[config.mk]
export PLATFORM = sky130hd
export DESIGN_NAME = pcpi_copro_arbiter
export DESIGN_NICKNAME = d
export VERILOG_FILES = /design/src/rtl/pcpi_copro_arbiter.sv
export SDC_FILE = /design/constraint.sdc
export NUM_CORES = 1
export LEC_CHECK = 0
export ABC_CLOCK_PERIOD_IN_PS = 3100
export CORE_ASPECT_RATIO = 1.5
export CORE_MARGIN = 8
export CORE_UTILIZATION = 40
export CTS_CLUSTER_SIZE = 8
export DETAILED_ROUTE_END_ITERATION = 16
export PLACE_DENSITY = 0.8
export SYNTH_ARGS = -nofsm -noshare
export SYNTH_HDL_FRONTEND = slang
export SYNTH_SLANG_ARGS = --single-unit
export TNS_END_PERCENT = 10
[constraint.sdc]
create_clock -name clk -period 3.1 [get_ports clk]
set_clock_uncertainty 0.2 [all_clocks]
set_input_delay 0.93 -clock clk [delete_from_list [all_inputs] [get_ports clk]]
set_output_delay 0.93 -clock clk [all_outputs]
set_load 0.02 [all_outputs]
[src/rtl/pcpi_copro_arbiter.sv]
// pcpi_copro_arbiter: shares one PCPI port among NUM_COP coprocessors, first claimant wins,
// with a registered stage each way and a watchdog on granted operations.
module pcpi_copro_arbiter #(
    parameter int NUM_COP = 2,
    parameter int TIMEOUT = 64,
    localparam int TW = $clog2(TIMEOUT + 1)
) (
    input  logic                   clk,
    input  logic                   reset,
    input  logic                   pcpi_valid,
    input  logic [31:0]            pcpi_insn,
    input  logic [31:0]            pcpi_rs1,
    input  logic [31:0]            pcpi_rs2,
    output logic                   pcpi_wr,
    output logic [31:0]            pcpi_rd,
    output logic                   pcpi_wait,
    output logic                   pcpi_ready,
    output logic [NUM_COP-1:0]     cop_valid,
    output logic [31:0]            cop_insn,
    output logic [31:0]            cop_rs1,
    output logic [31:0]            cop_rs2,
    input  logic [NUM_COP-1:0]     cop_wr,
    input  logic [32*NUM_COP-1:0]  cop_rd,
    input  logic [NUM_COP-1:0]     cop_wait,
    input  logic [NUM_COP-1:0]     cop_ready,
    output logic                   busy,
    output logic                   tmo_err
);
    localparam int GW = (NUM_COP > 1) ? $clog2(NUM_COP) : 1;
    typedef enum logic [2:0] {IDLE, CLAIM, OWNED, DONE, FLUSH} state_t;
    state_t        state_q, state_d;
    logic [GW-1:0] grant_q, grant_d, claim_idx, sel;
    logic [TW-1:0] wdog_q, wdog_d;
    logic [31:0]   insn_q, insn_d, rs1_q, rs1_d, rs2_q, rs2_d, rd_q, rd_d, sel_rd;
    logic          wr_q, wr_d, tmo_q, tmo_d, sel_wr, sel_rdy;
    logic [NUM_COP-1:0] claim;
    always_ff @(posedge clk) begin
        if (reset) begin
            state_q <= IDLE;
            grant_q <= '0;
            wdog_q  <= '0;
            insn_q  <= '0;
            rs1_q   <= '0;
            rs2_q   <= '0;
            rd_q    <= '0;
            wr_q    <= 1'b0;
            tmo_q   <= 1'b0;
        end else begin
            state_q <= state_d;
            grant_q <= grant_d;
            wdog_q  <= wdog_d;
            insn_q  <= insn_d;
            rs1_q   <= rs1_d;
            rs2_q   <= rs2_d;
            rd_q    <= rd_d;
            wr_q    <= wr_d;
            tmo_q   <= tmo_d;
        end
    end
    // Lowest claiming index wins; in OWNED only the granted slot is ever looked at.
    always_comb begin
        claim     = cop_wait | cop_ready;
        claim_idx = '0;
        for (int i = NUM_COP - 1; i >= 0; i--)
            if (claim[i]) claim_idx = GW'(i);
        sel     = (state_q == CLAIM) ? claim_idx : grant_q;
        sel_rd  = cop_rd[32*int'(sel) +: 32];
        sel_wr  = cop_wr[sel];
        sel_rdy = cop_ready[sel];
    end
    always_comb begin
        state_d = state_q;
        grant_d = grant_q;
        wdog_d  = wdog_q;
        insn_d  = insn_q;
        rs1_d   = rs1_q;
        rs2_d   = rs2_q;
        rd_d    = rd_q;
        wr_d    = wr_q;
        tmo_d   = 1'b0;
        case (state_q)
            IDLE: if (pcpi_valid) begin
                insn_d  = pcpi_insn;
                rs1_d   = pcpi_rs1;
                rs2_d   = pcpi_rs2;
                state_d = CLAIM;
            end
            CLAIM: if (!pcpi_valid) state_d = IDLE;
            else if (claim != '0) begin
                grant_d = claim_idx;
                wdog_d  = '0;
                state_d = sel_rdy ? DONE : OWNED;
                rd_d    = sel_rdy ? sel_rd : rd_q;
                wr_d    = sel_rdy ? sel_wr : wr_q;
            end
            OWNED: if (!pcpi_valid) state_d = IDLE;
            else if (sel_rdy) begin
                rd_d    = sel_rd;
                wr_d    = sel_wr;
                state_d = DONE;
            end else if (wdog_q == TW'(TIMEOUT - 1)) begin
                rd_d    = '0;
                wr_d    = 1'b0;
                tmo_d   = 1'b1;
                state_d = DONE;
            end else wdog_d = wdog_q + 1'b1;
            DONE:    state_d = FLUSH;
            FLUSH:   state_d = pcpi_valid ? FLUSH : IDLE;
            default: state_d = IDLE;
        endcase
    end
    always_comb begin
        busy       = state_q != IDLE;
        pcpi_wait  = state_q == OWNED;
        pcpi_ready = state_q == DONE;
        tmo_err    = tmo_q;
        pcpi_rd    = rd_q;
        pcpi_wr    = wr_q;
        cop_insn   = insn_q;
        cop_rs1    = rs1_q;
        cop_rs2    = rs2_q;
        cop_valid  = (state_q == CLAIM) ? '1 : (state_q == OWNED) ? NUM_COP'(1) << grant_q : '0;
    end
endmodule

# Word level (Yosys, flattened, before mapping)
# Index checks and enable logic that the tools add are counted.
# W data, S select, Z words.
# classes
add_sub_neg,1
mul,0
n_div,0
magnitude_cmp,1
eq_ne,15
n_shift,2
n_mux,39
bitwise_logic,3
n_reduce_logical,10
# ops
op,count
$mux W32,6
$pmux W32 S2,1
$shiftx A64 B7 Y32,1
$mux W7,5
$mux W3,7
$mux W1,15
$pmux W3 S5,1
$pmux W7 S2,1
$ne A2 B2 Y1 const B,6
$reduce_and A6 Y1,2
$add A7 B1 Y7 const B,1
$eq A7 B6 Y1 const B,1
$eq A3 B2 Y1 const B,2
$reduce_and A3 Y1,2
$mux W2,2
$ne A4 B2 Y1 const B,1
$reduce_bool A2 Y1,2
$reduce_or A4 Y1,1
$eq A3 B1 Y1 const B,1
$eq A3 B3 Y1 const B,1
$logic_not A3 Y1,1
$ne A3 B1 Y1 const B,1
$ne A3 B2 Y1 const B,1
$reduce_bool A3 Y1,1
7 further kinds,8
# totals
reg_bits,141
latchBits,0
ram_bits,0
mem_bits_ro,0
output_inout_bits,135
memories,0

# Logic depth before layout (Yosys ltp)
# depth
ltp_word,10
ltp_mapped,8
mapped_depth_nobuf,6

# Least setup slack after synthesis
# No wires, ideal clock.
# synth_path
kind,input to register
startpoint,input cop_ready[1]
endpoint,"register rd_q[10], in the netlist pcpi_rd[10]"
setup_time_ns,0.123
arrival_ns,2.251
required_time_ns,2.777
path_slack_ns,0.526
path_stages,6
n_path_buf,1
cell_sequence,and2_1 > mux2i_4 > nand2_2 > o31ai_4 > buf_6 > mux2_1
# synth_between
elab_chain_cells,9
# synth_lines
item,line,text
from (decl),25,"input logic [NUM_COP-1:0] cop_ready,"
$or A2 B2 Y2,62,claim = cop_wait | cop_ready;
$mux W1 (2 in a row),65,if (claim[i]) claim_idx = GW'(i);
$mux W1,66,sel = (state_q == CLAIM) ? claim_idx : grant_q;
$shiftx A64 B7 Y32 or $mux W1 (tied branches),"67, 69",
$mux W32 or $mux W1 (tied branches),"93, 69",
"$mux W32, on equally long branches","89, 97",
"$mux W32, on equally long branches","88, 96",
$pmux W32 S2,81,case (state_q)
to (signal assigned),55,rd_q <= rd_d;
to (decl),34,"logic [31:0] insn_q, insn_d, rs1_q, rs1_d, rs2_q, rs2_d, rd_q, rd_d, sel_rd;"
# Parallel ways exist; a longest one is shown, timed or not. The select of a mux whose other input is x is not followed.
# A chain may end at the register's enable or synchronous reset.

# Worst setup path after layout
# layout_path
startpoint,register state_q[2]
endpoint,output pcpi_wait
# layout_between
elab_chain_cells,1
# layout_lines
item,line,text
from (decl),31,"state_t state_q, state_d;"
from (signal assigned),49,state_q <= state_d;
$eq A3 B2 Y1,114,pcpi_wait = state_q == OWNED;
to (decl),16,"output logic pcpi_wait,"
# Every way passes these cells.

==> impl_metrics.tcl <==
set metrics [dict create \
    synth_top_family_by_area "simple AND/OR/NAND/NOR gates" \
    ys_ff_latch 141 \
    h-tree-depth 4 \
    drt-pass1-iter-count 4 \
    setup_viol 0 \
    fillers 1199 \
    worstHoldPathType "register to register" \
    synth_compound_area_share_pct 17.1 \
    clock_sinks 141 \
    criticalPathCategory "register to output pin" \
    rsz0062_at_grt "no" \
    port_buffers 303 \
    yosysWarnings 0 \
    hold_start "wdog_q[6]" \
    ios 304 \
    die_h_um 165 \
    cts_max_path_buffers 2 \
    crit_path_max_fanout 9 \
    cap_violations 0 \
    rr_startpoint "state_q[0]" \
    synthDistinctLibCells 48 \
    hpwlAfterDp_mm 15.7 \
    hold_path_depth 2 \
    synthSimpleGateAreaFrac_pct 23.9 \
    final_cell_mix "clkdlybuf4s50_1 (300), nand2_1 (203), dfxtp_1 (140)" \
    totalWireLength_mm 21.3 \
    ff2ff_setup_slack_ns 0.56 \
    irDropWorstVdd_mv 0.380 \
    fin_nets 1206 \
    cts_buffers 17 \
    fp.dieW_um 115 \
    fin_hold_ws_ns 0.239 \
    endpoint_kind "output pin" \
    fmax_mhz 338 \
    overflow 0 \
    total_power_mw 5.02 \
    drt-wirelength-per-cell_um 17.1 \
    r2r-end "pcpi_wr" \
    synthAdderAreaFrac_pct 0.212 \
    grt_pass1_wl_mm 32.8 \
    fin_cells 1245 \
    cp_data_arrival_time_ns 1.83 \
    period_needed_ns 2.96 \
    antenna_found_initial 0 \
    avgSynthCellArea_um2 8.00 \
    core_area_um2 14500 \
    initial_utilization_pct 40.7 \
    area_growth_pct 68.2 \
    fin_crit_sh_pct 95.4 \
    p_leak_nw 3.83 \
    synth_top_area_share_pct 47.8 \
    netlist_area_um2 5910 \
    antenna_cells 0 \
    dieArea_um2 19000 \
    tightest_slew_ns 0.748 \
    drc 0 \
    cts-root-buf "clkbuf_16" \
    post-synth-top-area-cell "dfxtp_1" \
    clk_latency_ns 0.40 \
    synth_mux_area_share_pct 6.67 \
    synth.net_count 908 \
    postRouteAntennaNets 0 \
    critPathLaunchType "register" \
    synth_xor_xnor_area_share_pct 0 \
    grt_util_all_layers_pct 21.8 \
    grt_max_degree 69 \
    drive_gt1_share_pct 7.82 \
    place_ws_ns -0.113 \
    ys_seq_area_share_pct 47.8 \
    fin_ws_ns 0.144 \
    holdBufCountCts 0 \
    num_vias 6252 \
    grt_pass1_vias 6283 \
    whs_endpoint "wdog_q[6]" \
    stdcell_area_um2 9930 \
    yosys-top-cells-area "dfxtp_1 (48%), nand2_1 (13%), a21oi_1 (11%)" \
    reg2regPathDepth 6 \
    clkTransAtPathRegs_ns 0.06 \
    power.density_nw_per_um2 505 \
    rows 54 \
    viasPerCell 5.02 \
    status "completed" \
    required_ns 1.97 \
    syn_inst 738 \
    hold_viol 0 \
    relSlewSlack_pct 50.1 \
    place.gp.congestion 0.838 \
    slew_viol_final 0 \
    tritoncts "done" \
    placed_area_um2 9320 \
    final_common_cell "clkdlybuf4s50_1" \
    drt_iter0_markers 386 \
    dpl.cell_count 1213 \
]
-- per-layer routing --
metal | routed length, µm | track usage [%] | part of all wire [%]
met4 | 424 | 7.38 | 2.0
met5 | 0 | 0 | 0
met3 | 2030 | 8.27 | 9.6
met2 | 11000 | 39.9 | 52
met1 | 7820 | 22.0 | 37
-- where the power goes --
group / total [mW] / switching [mW] / leakage (nW) / internal, mW
Clock: 2.11 / 0.820 / 0.297 / 1.28
Sequential: 1.96 / 0.0509 / 1.15 / 1.91
Combinational: 0.948 / 0.447 / 2.38 / 0.501
Total: 5.02 / 1.32 / 3.83 / 3.70
-- through the flow --
step,TNS (ns),util (%)
3_5_place_dp,-2.89,64.2
2_1_floorplan,0,-
3_3_place_gp,-2.61,64.2
6_report,0,68.4
4_1_cts,0,68.4
5_1_grt,0,68.4
-- flip-flops by register name, summed over array words and instances (netlist names) --
signal and cells:
cop_insn 32, cop_rs1 32, cop_rs2 32, grant_q 1, pcpi_rd 32, pcpi_wr 1
state_q 3, tmo_err 1, wdog_q 7
-- synthesized netlist by cell type (all sizes together) --
library cell	n
o21ai	38
o31ai	2
a22o	1
and2	4
nor2b	37
nor3b	2
a21boi	2
or3	3
o2bb2ai	1
nor4	2
nand2	205
o31a	1
nand3	42
inv	4
buf	12
dfxtp	141
and3	1
and3b	1
nor2	6
o22a	1
o21bai	2
mux2	33
clkbuf	44
ha	1
a21oi	135
a221oi	1
nor3	1
nand3b	2
or2	2
a31oi	3
o2111ai	1
mux2i	1
a31o	1
nor4b	1
nand4	1
or4	2
nand2b	1
-- final cells by class --
type | count | area, µm² | area share (%)
flip-flops and latches | 141 | 2820 | 28.4
clock buffers | 18 | 429 | 4.32
repair buffers | 335 | 3390 | 34.2
multi-input cells | 537 | 2840 | 28.6
well taps | 196 | 245 | 2.47
inverters | 4 | 15.0 | 0.151
clock inverters | 14 | 184 | 1.85
-- cells by family (layout without fill, tap and decap cells) --
kind of cell             after synthesis  in the layout
AO/OA/AOI/OAI                        189            189
adder cells (fa/ha/maj)                1              1
buffers and inverters                 60            371
flip-flops                           141            141
multiplexers                          34             34
AND/OR/NAND/NOR                      313            313
-- worst max-delay path: stages (launching register included) --
cell             delay (ns)
dfxtp_1                0.36
buf_4                  0.20
nor3b_2                0.20
clkdlybuf4s50_1        0.66
-- timing repair --
action / 4_1_cts / 5_1_grt
resized for setup: 4 / 0
hold endpoints to repair: 0 / 0
setup buffers: 0 / 0
endpoints found under the setup margin: 2 / 0
-- how the worst max path moves through the flow --
stage	from	end	slack (ns)	cells past startpoint
after floorplan	cop_ready[1]	pcpi_rd[10]	0.53	6
after global placement	cop_ready[1]	pcpi_wr	-0.1	7
after detailed placement	cop_ready[1]	pcpi_wr	-0.11	7
after CTS	state_q[2]	pcpi_wait	0.12	3
after global routing	state_q[0]	pcpi_ready	0.06	4
final	state_q[2]	pcpi_wait	0.14	3
(Power assumes the default switching activity.)
==> RTL change 1: new RTL, same flow settings <==
`rs1_q` no longer has a reset.
--- a/src/rtl/pcpi_copro_arbiter.sv
+++ b/src/rtl/pcpi_copro_arbiter.sv
@@ -41,5 +41,4 @@
             wdog_q  <= '0;
             insn_q  <= '0;
-            rs1_q   <= '0;
             rs2_q   <= '0;
             rd_q    <= '0;
@@ -51,5 +50,4 @@
             wdog_q  <= wdog_d;
             insn_q  <= insn_d;
-            rs1_q   <= rs1_d;
             rs2_q   <= rs2_d;
             rd_q    <= rd_d;
@@ -57,4 +55,8 @@
             tmo_q   <= tmo_d;
         end
+    end
+
+    always_ff @(posedge clk) begin
+        rs1_q <= rs1_d;
     end
     // Lowest claiming index wins; in OWNED only the granted slot is ever looked at.
Check against the original RTL: not equivalent (a bounded check fails within 4 cycles, from zero or initial values and one cycle with reset high).
==> RTL change 1 against the unedited design <==
Sequential share of layout area rose by 6.3 points; cell area fell by 8.8%; register-to-register slack better by 0.15 ns; routed wire length down 13%; setup slack got worse by 0.016 ns; die area shrank 10%; sequential cell count stayed put; total power grew 11%; global-route usage shrank 0.54 points; area after synthesis decreased by 12%; critical endpoint is now cop_valid[1].
==> RTL change 1: results (changes against the unedited design) <==
Status
  – Status: complete, no violations (unchanged)

Worst setup path
  – CP max stage delay: 0.46 ns (was 0.66 ns)
  – R2r setup slk: 0.71 ns (was 0.56 ns)
  – Slowest-stage cell, CP: or3b_4 (was clkdlybuf4s50_1)
  – Worst R2R End: wdog_q[4] (was pcpi_wr)
  – CP max FO: 7 (was 9)
  – Worst reg2reg path depth: 5 (was 6)

Synthesis
  – Post-synthesis compound-gate area fraction: 0.156 (was 0.171)
  – Syn nets: 683 (was 908)
  – Post-synth top cells: nand2_1 (139), dfxtp_1 (109), a21oi_1 (72) (was nand2_1 (204), dfxtp_1 (141), a21oi_1 (135))
  – Cell variety after synth: 43 (was 48)
  – Top post-synthesis cells by area: dfxtp_1 (42%), edfxtp_1 (18%), nand2_1 (10%), a21oi_1 (6.9%), mux2i_1 (6.7%) (was dfxtp_1 (48%), nand2_1 (13%), a21oi_1 (11%), mux2_1 (5.7%), nor2b_1 (3.9%))
  – Largest family of logic cells by synthesized area: compound AO/OA/AOI/OAI gates (was simple AND/OR/NAND/NOR gates)
  – Mux share of post-synthesis cell area: 0.0671 (was 0.0667)

Finish
  – Share of cells above drive strength 1: 0.0709 (was 0.0782)
  – Nets: 989 (was 1206)

Global routing
  – First-pass GRT wire length: 27600 um (was 32800 um)
  – GR Util met1: 0.206 (was 0.220)
  – Largest net degree at the start of global routing: 97 (was 69)
  – GR Util met2: 0.386 (was 0.399)
  – Number of global-route vias before repair: 5208 (was 6283)

Detailed routing
  – Metal-1 WL: 6470 um (was 7820 um)
  – WL met3: 1520 um (was 2030 um)
  – Met2 WL post-DR: 9920 um (was 11000 um)
  – Routed wire length: 18600 um (was 21300 um)
  – Initial DRC count: 230 (was 386)
  – Vias: 4976 (was 6252)

Power
  – Leak Pwr: 3.47 nW (was 3.83 nW)
  – Peak VDD IR: 0.408 mV (was 0.380 mV)

Clock tree
  – Post-cts gate resize count: 3 (was 4)

Placement
  – DP HPWL: 14200 um (was 15700 um)

Hold path
  – Hold Path Depth: 1 (was 2)
[RTL change 1: power by group]
part	switching [mW]	total (mW)	leakage [nW]	internal (mW)
Clock	0.787	1.89	0.250	1.11
Sequential	0.0971	2.19	1.19	2.09
Combinational	0.757	1.46	2.03	0.705
[RTL change 1: layout make-up]
class                   instances  area, um2
multi-input cells             333       1920
clock buffers                  19        433
fillers                       945       3830
repair buffers                321       3220
inverters                       5       18.8
flip-flops and latches        141       3150
clock inverters                13        116
well taps                     159        199
[RTL change 1: through the flow]
step	hold WS (ns)	utilization	setup TNS, ns	worst slack [ns]	cells
floorplan	0.228	-	0	0.360	513
global placement	0.232	0.660	0	0.0252	959
detailed placement	0.240	0.660	-0.414	-0.0567	959
CTS	0.247	0.703	0	0.0377	991
global route	0.252	0.703	0	0.00614	991
finish	0.251	0.703	0	0.128	991
==> RTL change 2: new RTL, same flow settings <==
Without the edit above. Set the parameter `TIMEOUT` to 128 (it was 64).
--- a/src/rtl/pcpi_copro_arbiter.sv
+++ b/src/rtl/pcpi_copro_arbiter.sv
@@ -3,5 +3,5 @@
 module pcpi_copro_arbiter #(
     parameter int NUM_COP = 2,
-    parameter int TIMEOUT = 64,
+    parameter int TIMEOUT = 128,
     localparam int TW = $clog2(TIMEOUT + 1)
 ) (
Function: same outputs for any inputs over 4 cycles, from zero or initial values and one cycle with reset high; that may be too few to reach the edited logic, so the function may still have changed.
==> RTL change 2 against the unedited design <==
Setup slack worse by 0.041 ns; total power down 0.38%; area after synthesis down 8.6%; first-iteration DRC count down 38%; routed wire length down 10%; cell area down 6.1%; hold slack better by 0.013 ns; sequential cell count up 1; via count down 11%.
==> RTL change 2: results (changes against the unedited design) <==
Synthesis
  – Post-synthesis compound-gate area fraction: 0.181 (was 0.171)
  – Adder-cell share of the synthesized area: 0.00232 (was 0.00212)
  – Cell variety after synth: 39 (was 48)
  – Mux share of post-synthesis cell area: 0.0630 (was 0.0667)
  – Post-synth top cells: nand2_1 (203), dfxtp_1 (142), a21oi_1 (106) (was nand2_1 (204), dfxtp_1 (141), a21oi_1 (135))
  – YS warnings: 0 (unchanged)
  – Asr flop ratio synth: 0 (unchanged)
  – Post-Synth XOR/XNOR Area: 0.00162 (was 0)
  – Syn nets: 802 (was 908)
  – Mean Syn Cell Area: 8.54 um2 (was 8.00 um2)
  – Post-synthesis sequential area ratio: 0.527 (was 0.478)
  – Top post-synthesis cells by area: dfxtp_1 (53%), nand2_1 (14%), a21oi_1 (9.8%), mux2i_1 (6.3%), o2bb2ai_1 (5.4%) (was dfxtp_1 (48%), nand2_1 (13%), a21oi_1 (11%), mux2_1 (5.7%), nor2b_1 (3.9%))
  – Top FF cell, synth: dfxtp_1 (unchanged)
  – Post-synth EDFFs: 0 (unchanged)

Clock tree
  – Post-CTS setup buffers: 0 (unchanged)
  – Clk root buf: clkbuf_16 (unchanged)
  – CTS H-tree depth: 4 (unchanged)
  – CTS Buffer Depth: 2 (unchanged)
  – Post-cts gate resize count: 4 (unchanged)
  – CTS buffer count: 17 (unchanged)
  – Worst skew pair latency: between 0.4 and 0.5 ns
  – Clk slew on worst S/H paths: 0.06 ns (about the same)

Power
  – Peak VDD IR: 0.422 mV (was 0.380 mV)
  – Leak Pwr: 3.65 nW (was 3.83 nW)

Placement
  – PortBufs: 303 (unchanged)
  – Worst slack, placed: -0.0896 ns (was -0.113 ns)
  – GPL Wtd Cong: 0.844 (was 0.838)
  – DP HPWL: 14400 um (was 15700 um)

Timing
  – Rel. slew slack: 0.609 (was 0.501)
  – Hold_ws: 0.252 ns (was 0.239 ns)

Worst setup path
  – CP max FO: 6 (was 9)
  – R2r setup slk: 0.63 ns (was 0.56 ns)
  – Reg2reg start: state_q[0] (unchanged)
  – Worst reg2reg path depth: 5 (was 6)
  – Worst R2R End: wdog_q[5] (was pcpi_wr)
  – Critical Path AT: 1.87 ns (was 1.83 ns)

Global routing
  – Largest net degree at the start of global routing: 54 (was 69)
  – GR Util met2: 0.365 (was 0.399)
  – Initial antenna violation count: 1 (was 0)
  – GR Util met1: 0.211 (was 0.220)
  – First-pass GRT wire length: 29200 um (was 32800 um)
  – Gr usage total: 0.208 (was 0.218)
  – Met3 Use GR: 0.0807 (was 0.0827)

Detailed routing
  – Drt first pass iters: 5 (was 4)
  – Vias: 5538 (was 6252)
  – Drt wl/cell: 17.3 um (was 17.1 um)
  – Initial DRC count: 241 (was 386)

Status
  – Status: complete, no violations (unchanged)

Hold path
  – Hold crit path type: reg -> reg (unchanged)
  – Hold Crit Endpoint: cop_insn[0] (was wdog_q[6])
  – Hold Path Depth: 2 (unchanged)
  – Hold Path Origin: cop_insn[0] (was wdog_q[6])

Finish
  – Share of cells above drive strength 1: 0.0680 (was 0.0782)
  – Fin cells: 1104 (was 1245)
  – Filler instances: 1050 (was 1199)
-- RTL change 2: report_power, final --
part / leakage, nW / switching (mW) / total, mW / internal (mW)
logic: 2.20 / 0.456 / 0.955 / 0.499
clock network: 0.292 / 0.810 / 2.06 / 1.25
registers: 1.16 / 0.0548 / 1.99 / 1.93
-- RTL change 2: area by class of cell --
type / instances / area (um2) / share of cell area
diodes: 1 / 2.50 / 0.000268
clock buffers: 19 / 453 / 0.0486
clock inverters: 13 / 150 / 0.0161
inverters: 4 / 15.0 / 0.00161
multi-input cells: 440 / 2390 / 0.257
flip-flops and latches: 142 / 2840 / 0.305
well taps: 162 / 203 / 0.0217
repair buffers: 323 / 3270 / 0.350
-- RTL change 2: worst max-delay path, cell delays in order, from the launching register on --
cell	delay, ns
dfxtp_1	0.35
nor2_1	0.18
nand2_2	0.16
inv_1	0.15
clkdlybuf4s50_1	0.63
-- RTL change 2: stage by stage --
stage / instance area, um2 / total power, mW
2_1_floorplan: 5400 / 2.43
3_3_place_gp: 8720 / 2.98
3_5_place_dp: 8720 / 2.99
4_1_cts: 9330 / 5.05
5_1_grt: 9330 / 5.21
6_report: 9330 / 5.00
-- RTL change 2: worst max-delay path by stage --
stage / startpoint / endpoint / slack [ns] / depth (start not counted)
2_1_floorplan: cop_ready[1] / wdog_q[5] / 0.42 / 6
3_3_place_gp: cop_ready[0] / wdog_q[4] / -0.05 / 6
3_5_place_dp: cop_ready[0] / wdog_q[5] / -0.09 / 6
4_1_cts: state_q[2] / pcpi_wait / 0.1 / 4
5_1_grt: state_q[2] / pcpi_wait / 0.006 / 4
6_report: state_q[2] / pcpi_wait / 0.10 / 4
-- RTL change 2: layer usage --
layer	share of wire	vias to the layer above
met4	0.034	2
met1	0.37	2521
li1	-	2744
met5	0.00068	-
met3	0.085	36
met2	0.51	235
